===== src/rtl/vga_timing_pkg.sv =====
// Shared types and sizing helpers for the VGA raster timing generator.
// Optional runtime sync polarity is enabled by VGA_TIMING_RUNTIME_POL_EN.
package vga_timing_pkg;

  typedef enum logic [1:0] {
    PH_ACTIVE = 2'd0,
    PH_FP     = 2'd1,
    PH_SYNC   = 2'd2,
    PH_BP     = 2'd3
  } vga_phase_t;

  // Total period of one axis in pixels or lines
  function automatic int unsigned vga_total(input int unsigned active,
                                            input int unsigned fp,
                                            input int unsigned sync,
                                            input int unsigned bp);
    return active + fp + sync + bp;
  endfunction

  // Counter width for a given total, never narrower than one bit
  function automatic int unsigned vga_width(input int unsigned total);
    return (total > 1) ? $clog2(total) : 1;
  endfunction

endpackage


===== src/rtl/vga_axis_counter.sv =====
// One raster axis: position counter with ACTIVE/FP/SYNC/BP phase tracking.
// Used for both horizontal (steps per pixel) and vertical (steps per line wrap).
module vga_axis_counter
  import vga_timing_pkg::*;
#(
  parameter  int unsigned ACTIVE = 640,
  parameter  int unsigned FP     = 16,
  parameter  int unsigned SYNC   = 96,
  parameter  int unsigned BP     = 48,
  localparam int unsigned TOTAL  = vga_total(ACTIVE, FP, SYNC, BP),
  localparam int unsigned W      = vga_width(TOTAL)
) (
  input  logic         clk,
  input  logic         rst_n,
  input  logic         step_i,
  output logic [W-1:0] count_o,
  output vga_phase_t   phase_o,
  output logic         wrap_c_o
);

  if (ACTIVE < 1 || FP < 1 || SYNC < 1 || BP < 1) begin : g_param_err
    $error("vga_axis_counter: ACTIVE, FP, SYNC and BP must all be >= 1");
  end

  localparam logic [W-1:0] END_ACTIVE = W'(ACTIVE - 1);
  localparam logic [W-1:0] END_FP     = W'(ACTIVE + FP - 1);
  localparam logic [W-1:0] END_SYNC   = W'(ACTIVE + FP + SYNC - 1);
  localparam logic [W-1:0] END_TOTAL  = W'(TOTAL - 1);

  logic [W-1:0] cnt_q, cnt_d;
  vga_phase_t   phase_q, phase_d;

  assign wrap_c_o = step_i && (cnt_q == END_TOTAL);

  // Phase register tracks the counter; it advances on the last count of each phase
  always_comb begin
    cnt_d   = cnt_q;
    phase_d = phase_q;
    if (step_i) begin
      cnt_d = (cnt_q == END_TOTAL) ? '0 : cnt_q + W'(1);
      unique case (phase_q)
        PH_ACTIVE: if (cnt_q == END_ACTIVE) phase_d = PH_FP;
        PH_FP:     if (cnt_q == END_FP)     phase_d = PH_SYNC;
        PH_SYNC:   if (cnt_q == END_SYNC)   phase_d = PH_BP;
        PH_BP:     if (cnt_q == END_TOTAL)  phase_d = PH_ACTIVE;
        default:                            phase_d = PH_ACTIVE;
      endcase
    end
  end

  always_ff @(posedge clk) begin
    if (!rst_n) begin
      cnt_q   <= '0;
      phase_q <= PH_ACTIVE;
    end else begin
      cnt_q   <= cnt_d;
      phase_q <= phase_d;
    end
  end

  assign count_o = cnt_q;
  assign phase_o = phase_q;

endmodule


===== src/rtl/vga_timing_ctrl.sv =====
// VGA raster timing: x/y, data-enable, polarity-corrected syncs and frame strobes.
// Define VGA_TIMING_RUNTIME_POL_EN to add frame-synchronous hpol_i/vpol_i inputs.
module vga_timing_ctrl
  import vga_timing_pkg::*;
#(
  parameter  int unsigned H_ACTIVE = 640,
  parameter  int unsigned H_FP     = 16,
  parameter  int unsigned H_SYNC   = 96,
  parameter  int unsigned H_BP     = 48,
  parameter  int unsigned V_ACTIVE = 480,
  parameter  int unsigned V_FP     = 10,
  parameter  int unsigned V_SYNC   = 2,
  parameter  int unsigned V_BP     = 33,
  parameter  bit          HPOL     = 1'b0,
  parameter  bit          VPOL     = 1'b0,
  localparam int unsigned H_TOTAL  = vga_total(H_ACTIVE, H_FP, H_SYNC, H_BP),
  localparam int unsigned V_TOTAL  = vga_total(V_ACTIVE, V_FP, V_SYNC, V_BP),
  localparam int unsigned XW       = vga_width(H_TOTAL),
  localparam int unsigned YW       = vga_width(V_TOTAL)
) (
  input  logic          clk,
  input  logic          rst_n,
  input  logic          en,
`ifdef VGA_TIMING_RUNTIME_POL_EN
  input  logic          hpol_i,
  input  logic          vpol_i,
`endif
  output logic          pix_valid,
  output logic [XW-1:0] x,
  output logic [YW-1:0] y,
  output logic          de,
  output logic          hsync,
  output logic          vsync,
  output logic          line_start,
  output logic          frame_start
);

  logic [XW-1:0] hcnt;
  logic [YW-1:0] vcnt;
  vga_phase_t    h_phase, v_phase;
  logic          h_wrap_c;
  logic          v_wrap_unused_c;
  logic          line_emit_c, frame_emit_c;
  logic          hpol_c, vpol_c;

  vga_axis_counter #(
    .ACTIVE(H_ACTIVE), .FP(H_FP), .SYNC(H_SYNC), .BP(H_BP)
  ) u_h_axis (
    .clk     (clk),
    .rst_n   (rst_n),
    .step_i  (en),
    .count_o (hcnt),
    .phase_o (h_phase),
    .wrap_c_o(h_wrap_c)
  );

  // Vertical axis advances once per completed line
  vga_axis_counter #(
    .ACTIVE(V_ACTIVE), .FP(V_FP), .SYNC(V_SYNC), .BP(V_BP)
  ) u_v_axis (
    .clk     (clk),
    .rst_n   (rst_n),
    .step_i  (h_wrap_c),
    .count_o (vcnt),
    .phase_o (v_phase),
    .wrap_c_o(v_wrap_unused_c)
  );

  assign line_emit_c  = en && (hcnt == '0);
  assign frame_emit_c = line_emit_c && (vcnt == '0);

`ifdef VGA_TIMING_RUNTIME_POL_EN
  logic hpol_q, vpol_q;

  // New polarity takes effect from the frame_start pixel onward, never mid-frame
  assign hpol_c = frame_emit_c ? hpol_i : hpol_q;
  assign vpol_c = frame_emit_c ? vpol_i : vpol_q;

  always_ff @(posedge clk) begin
    if (!rst_n) begin
      hpol_q <= HPOL;
      vpol_q <= VPOL;
    end else if (frame_emit_c) begin
      hpol_q <= hpol_i;
      vpol_q <= vpol_i;
    end
  end
`else
  assign hpol_c = HPOL;
  assign vpol_c = VPOL;
`endif

  logic          pix_valid_q, de_q, hsync_q, vsync_q, line_start_q, frame_start_q;
  logic [XW-1:0] x_q;
  logic [YW-1:0] y_q;
  logic          de_d, hsync_d, vsync_d;

  assign de_d    = (h_phase == PH_ACTIVE) && (v_phase == PH_ACTIVE);
  assign hsync_d = (h_phase == PH_SYNC) ? hpol_c : ~hpol_c;
  assign vsync_d = (v_phase == PH_SYNC) ? vpol_c : ~vpol_c;

  // Emit the current position; pixel outputs hold while en is low
  always_ff @(posedge clk) begin
    if (!rst_n) begin
      pix_valid_q   <= 1'b0;
      line_start_q  <= 1'b0;
      frame_start_q <= 1'b0;
      x_q           <= '0;
      y_q           <= '0;
      de_q          <= 1'b0;
      hsync_q       <= ~HPOL;
      vsync_q       <= ~VPOL;
    end else begin
      pix_valid_q   <= en;
      line_start_q  <= line_emit_c;
      frame_start_q <= frame_emit_c;
      if (en) begin
        x_q     <= hcnt;
        y_q     <= vcnt;
        de_q    <= de_d;
        hsync_q <= hsync_d;
        vsync_q <= vsync_d;
      end
    end
  end

  assign pix_valid   = pix_valid_q;
  assign x           = x_q;
  assign y           = y_q;
  assign de          = de_q;
  assign hsync       = hsync_q;
  assign vsync       = vsync_q;
  assign line_start  = line_start_q;
  assign frame_start = frame_start_q;

endmodule


===== config.mk =====
export PLATFORM = sky130hd
export DESIGN_NAME = vga_timing_ctrl
export DESIGN_NICKNAME = d
export VERILOG_FILES = /design/src/rtl/vga_timing_pkg.sv /design/src/rtl/vga_axis_counter.sv /design/src/rtl/vga_timing_ctrl.sv
export SDC_FILE = /design/constraint.sdc
export NUM_CORES = 1
export LEC_CHECK = 0
export CAP_MARGIN = 20
export CORE_ASPECT_RATIO = 0.5
export CORE_UTILIZATION = 55
export CTS_CLUSTER_SIZE = 28
export DETAILED_ROUTE_END_ITERATION = 8
export GPL_ROUTABILITY_DRIVEN = 0
export PLACE_DENSITY_LB_ADDON = 0.2
export RECOVER_POWER = 25
export SLEW_MARGIN = 10
export SYNTH_ARGS = -nofsm -noshare
export SYNTH_HDL_FRONTEND = slang
export SYNTH_SLANG_ARGS = --single-unit

===== constraint.sdc =====
create_clock -name clk -period 2.4 [get_ports clk]
set_clock_uncertainty 0.1 [all_clocks]
set_input_delay 0.48 -clock clk [delete_from_list [all_inputs] [get_ports clk]]
set_output_delay 0.48 -clock clk [all_outputs]
set_load 0.02 [all_outputs]

==> run_results.csv <==
group,metric,value,unit
status,status,"finished clean",
synth,synthArstFlopShare,0,%
sta,fin_setup_tns,0,ns
synth,yosys-top-cells-area,"sky130_fd_sc_hd__dfxtp_1, sky130_fd_sc_hd__mux2i_1, sky130_fd_sc_hd__nor2_1",
layout,area_growth_syn_to_layout,16.8,%
detailed_routing,viasPerCell,5.44,
clock_network,cts_buf_count,5,
setup_path,worst-endpoint-required,2.55,ns
clock_network,number_of_hold_buffers_added_after_cts,0,
clock_network,cts_post_setup_buffers_inserted,0,
grt,global_route.overflow_total,0,
synth,synth-edff-count,0,
synth,synth_cells,253,
setup_path,end_kind,"flip-flop",
power,p_per_area,521,mW/mm^2
grt,grt_start_max_net_pins,15,
layout,area_occupied_by_multi_input_gates,0.00121,sq mm
synth,synth_nets,269,
synth,dominantRegCellSynth,"sky130_fd_sc_hd__dfxtp_1",
power,p_total,0.00143,W
placement,port_buffers,28,
sta,rsz0062_at_grt,"no",
clock_network,ctsRootBufferMaster,"sky130_fd_sc_hd__clkbuf_8",
placement,dp_hpwl,3340,um
sta,final.period_utilization,91.0,%
synth,yosys_register_bits,50,
layout,regArea,0.00100,sq mm
sta,max_freq,458,MHz
detailed_routing,ant_nets,0,
power,peakVddDrop,337,uV
die,core_region_area,0.00400,sq mm
setup_path,critPathMaxFanout,10,
die,dieArea,0.00456,sq mm
clock_network,h-tree-depth,2,
synth,post_synth_instance_area,0.00235,sq mm
sta,max-slew-margin-rel,63.3,%
flow_run,max_cap_viol_count,0,
die,fp.dieH,48.2,um
sta,setup-violations-final,0,
synth,post-synth-top-area-fraction,42.6,%
layout,post_route_cells_drive_above_1_share,7.75,%
sta,final_max_slew_viol_count,0,
detailed_routing,drc_errors,0,
die,cell_rows,16,
synth,synthesis.area_per_instance,9.30,sq um
clock_network,worst_skew_pair.late_latency,0.30,ns
clock_network,cts.clk_slew.worst_paths,0.09,ns
layout,final_net_count,299,
detailed_routing,routed-via-count,1839,
clock_network,cts_resized,0,
setup_path,worst-setup-path-type,"in -> reg",
die,die_x,94.5,um
layout,final_core_utilization,68.6,%
layout,n_antenna_cell,0,
detailed_routing,drt_wl_total,4600,um
die,floorplan.io_pins,29,
clock_network,cts.sink_count,50,
sta,hold_violations,0,
grt,grt_pass1_vias,1634,
clock_network,tritoncts,"yes",
detailed_routing,firstDrtPassIters,4,
clock_network,ctsLongestPathBuffers,2,
layout,number_of_fill_cells_in_the_layout,335,
synth,synth_warnings,0,
grt,grt_first_pass_wirelength,7470,um
synth,yosys.cell_count.top_type,"sky130_fd_sc_hd__dfxtp_1",
synth,synth.distinct_cells,45,
grt,grt_antenna_before_repair,0,
worst_hold_path,holdCritPathClass,"reg -> reg",
setup_path,arrival,2.33,ns
power,p_leak,1.10,nW
synth,synth_cell_count_leaders,"sky130_fd_sc_hd__dfxtp_1, sky130_fd_sc_hd__nor2_1, sky130_fd_sc_hd__mux2i_1, sky130_fd_sc_hd__nand2_1, sky130_fd_sc_hd__ha_1",
detailed_routing,detail_route.iter0.violations,60,
die,initial_utilization,58.7,%
synth,synth_top_area_cell,"sky130_fd_sc_hd__dfxtp_1",
setup_path,setup.worst_path.start_class,"input pin",
sta,finalWorstPathRequiredPeriod,2.19,ns
grt,all_layer_global_routing_usage,22.4,%
synth,seq_area_frac_synth,42.6,%
detailed_routing,route.detailed.wl_per_inst,13.6,um
sta,timing_worst_slew_pin_value,0.544,ns
## worst paths after layout
path / from / endpoint / slack, ns / cells after the start
hold reg to reg: de / de / 0.38 / 2
setup / recovery: en / frame_start / 0.21 / 5
setup reg to reg: u_h_axis.count_o[0] / u_h_axis.phase_o[1] / 0.31 / 6
hold / removal: de / de / 0.38 / 2
## kinds of logic (layout without fill, tap and decap cells)
logic type,Yosys count,count (layout),synth area share [%]
AND/OR/NAND/NOR,106,106,23.5
flip-flops,50,50,42.6
buffers and inverters,25,56,5.80
AO/OA/AOI/OAI,22,22,6.33
multiplexers,21,21,8.94
XOR/XNOR,16,16,5.96
adder cells (fa/ha/maj),13,13,6.92
## layout make-up
class | instances | area share (%)
timing repair buffer | 35 | 11.8
multi-input combinational | 178 | 44.2
sequential | 50 | 36.4
tap | 54 | 2.46
clock buffer | 7 | 3.14
inverter | 13 | 1.78
clock inverter | 1 | 0.182
## layout by cell type, fill, tap and decap left out, drive strengths merged, types with 3 or more instances in the layout
master         synthesis  routed
a21oi                  6       6
and3                   3       3
and4                   3       3
buf                    7       4
clkbuf                 5      10
clkdlybuf4s50          0      28
dfxtp                 50      50
ha                    13      13
inv                   12      12
mux2i                 21      21
nand2                 18      18
nand3                 12      12
nand4                 10      10
nor2                  46      46
nor4                   3       3
o21ai                  6       6
xnor2                  6       6
xor2                  10      10
## sequential cells by signal, indices dropped and copies added (netlist names)
| register | cells |
|---|---|
| de | 1 |
| frame_start | 1 |
| hsync | 1 |
| line_start | 1 |
| pix_valid | 1 |
| u_h_axis.count_o | 10 |
| u_h_axis.phase_o | 2 |
| u_v_axis.count_o | 10 |
| u_v_axis.phase_o | 2 |
| vsync | 1 |
| x | 10 |
| y | 10 |
## layer usage
| metal | part of all wire (%) | wire length, um | track usage, % |
|---|---|---|---|
| met5 | 0 | 0 | 0 |
| met4 | 1.0 | 48 | 9.70 |
| met3 | 4.9 | 226 | 6.39 |
| met2 | 47 | 2150 | 37.8 |
| met1 | 47 | 2180 | 28.0 |
## critical path: stages
cell and delay [ns]:
sky130_fd_sc_hd__clkdlybuf4s50_1 0.68, sky130_fd_sc_hd__and2_1 0.24, sky130_fd_sc_hd__nand4_1 0.11, sky130_fd_sc_hd__nor4b_1 0.53
sky130_fd_sc_hd__and4_1 0.29
## through the flow
| step | hold WS (ns) | instances | setup WS (ns) | instance area, sq um |
|---|---|---|---|---|
| final | 0.376 | 338 | 0.215 | 2750 |
| after CTS | 0.376 | 338 | 0.213 | 2760 |
| after global placement | 0.354 | 330 | -0.0962 | 2670 |
| after floorplan | 0.368 | 253 | 0.570 | 2350 |
| after detailed placement | 0.363 | 330 | -0.101 | 2670 |
| after global routing | 0.404 | 338 | 0.0860 | 2750 |
## where the power goes
part	internal, W	leakage, nW	switching, W	total [W]
Combinational	0.0000317	0.645	0.0000455	0.0000772
Sequential	0.000837	0.404	0.00000569	0.000843
Clock	0.000233	0.0482	0.000277	0.000510
Power figures use the tool's default switching activity.
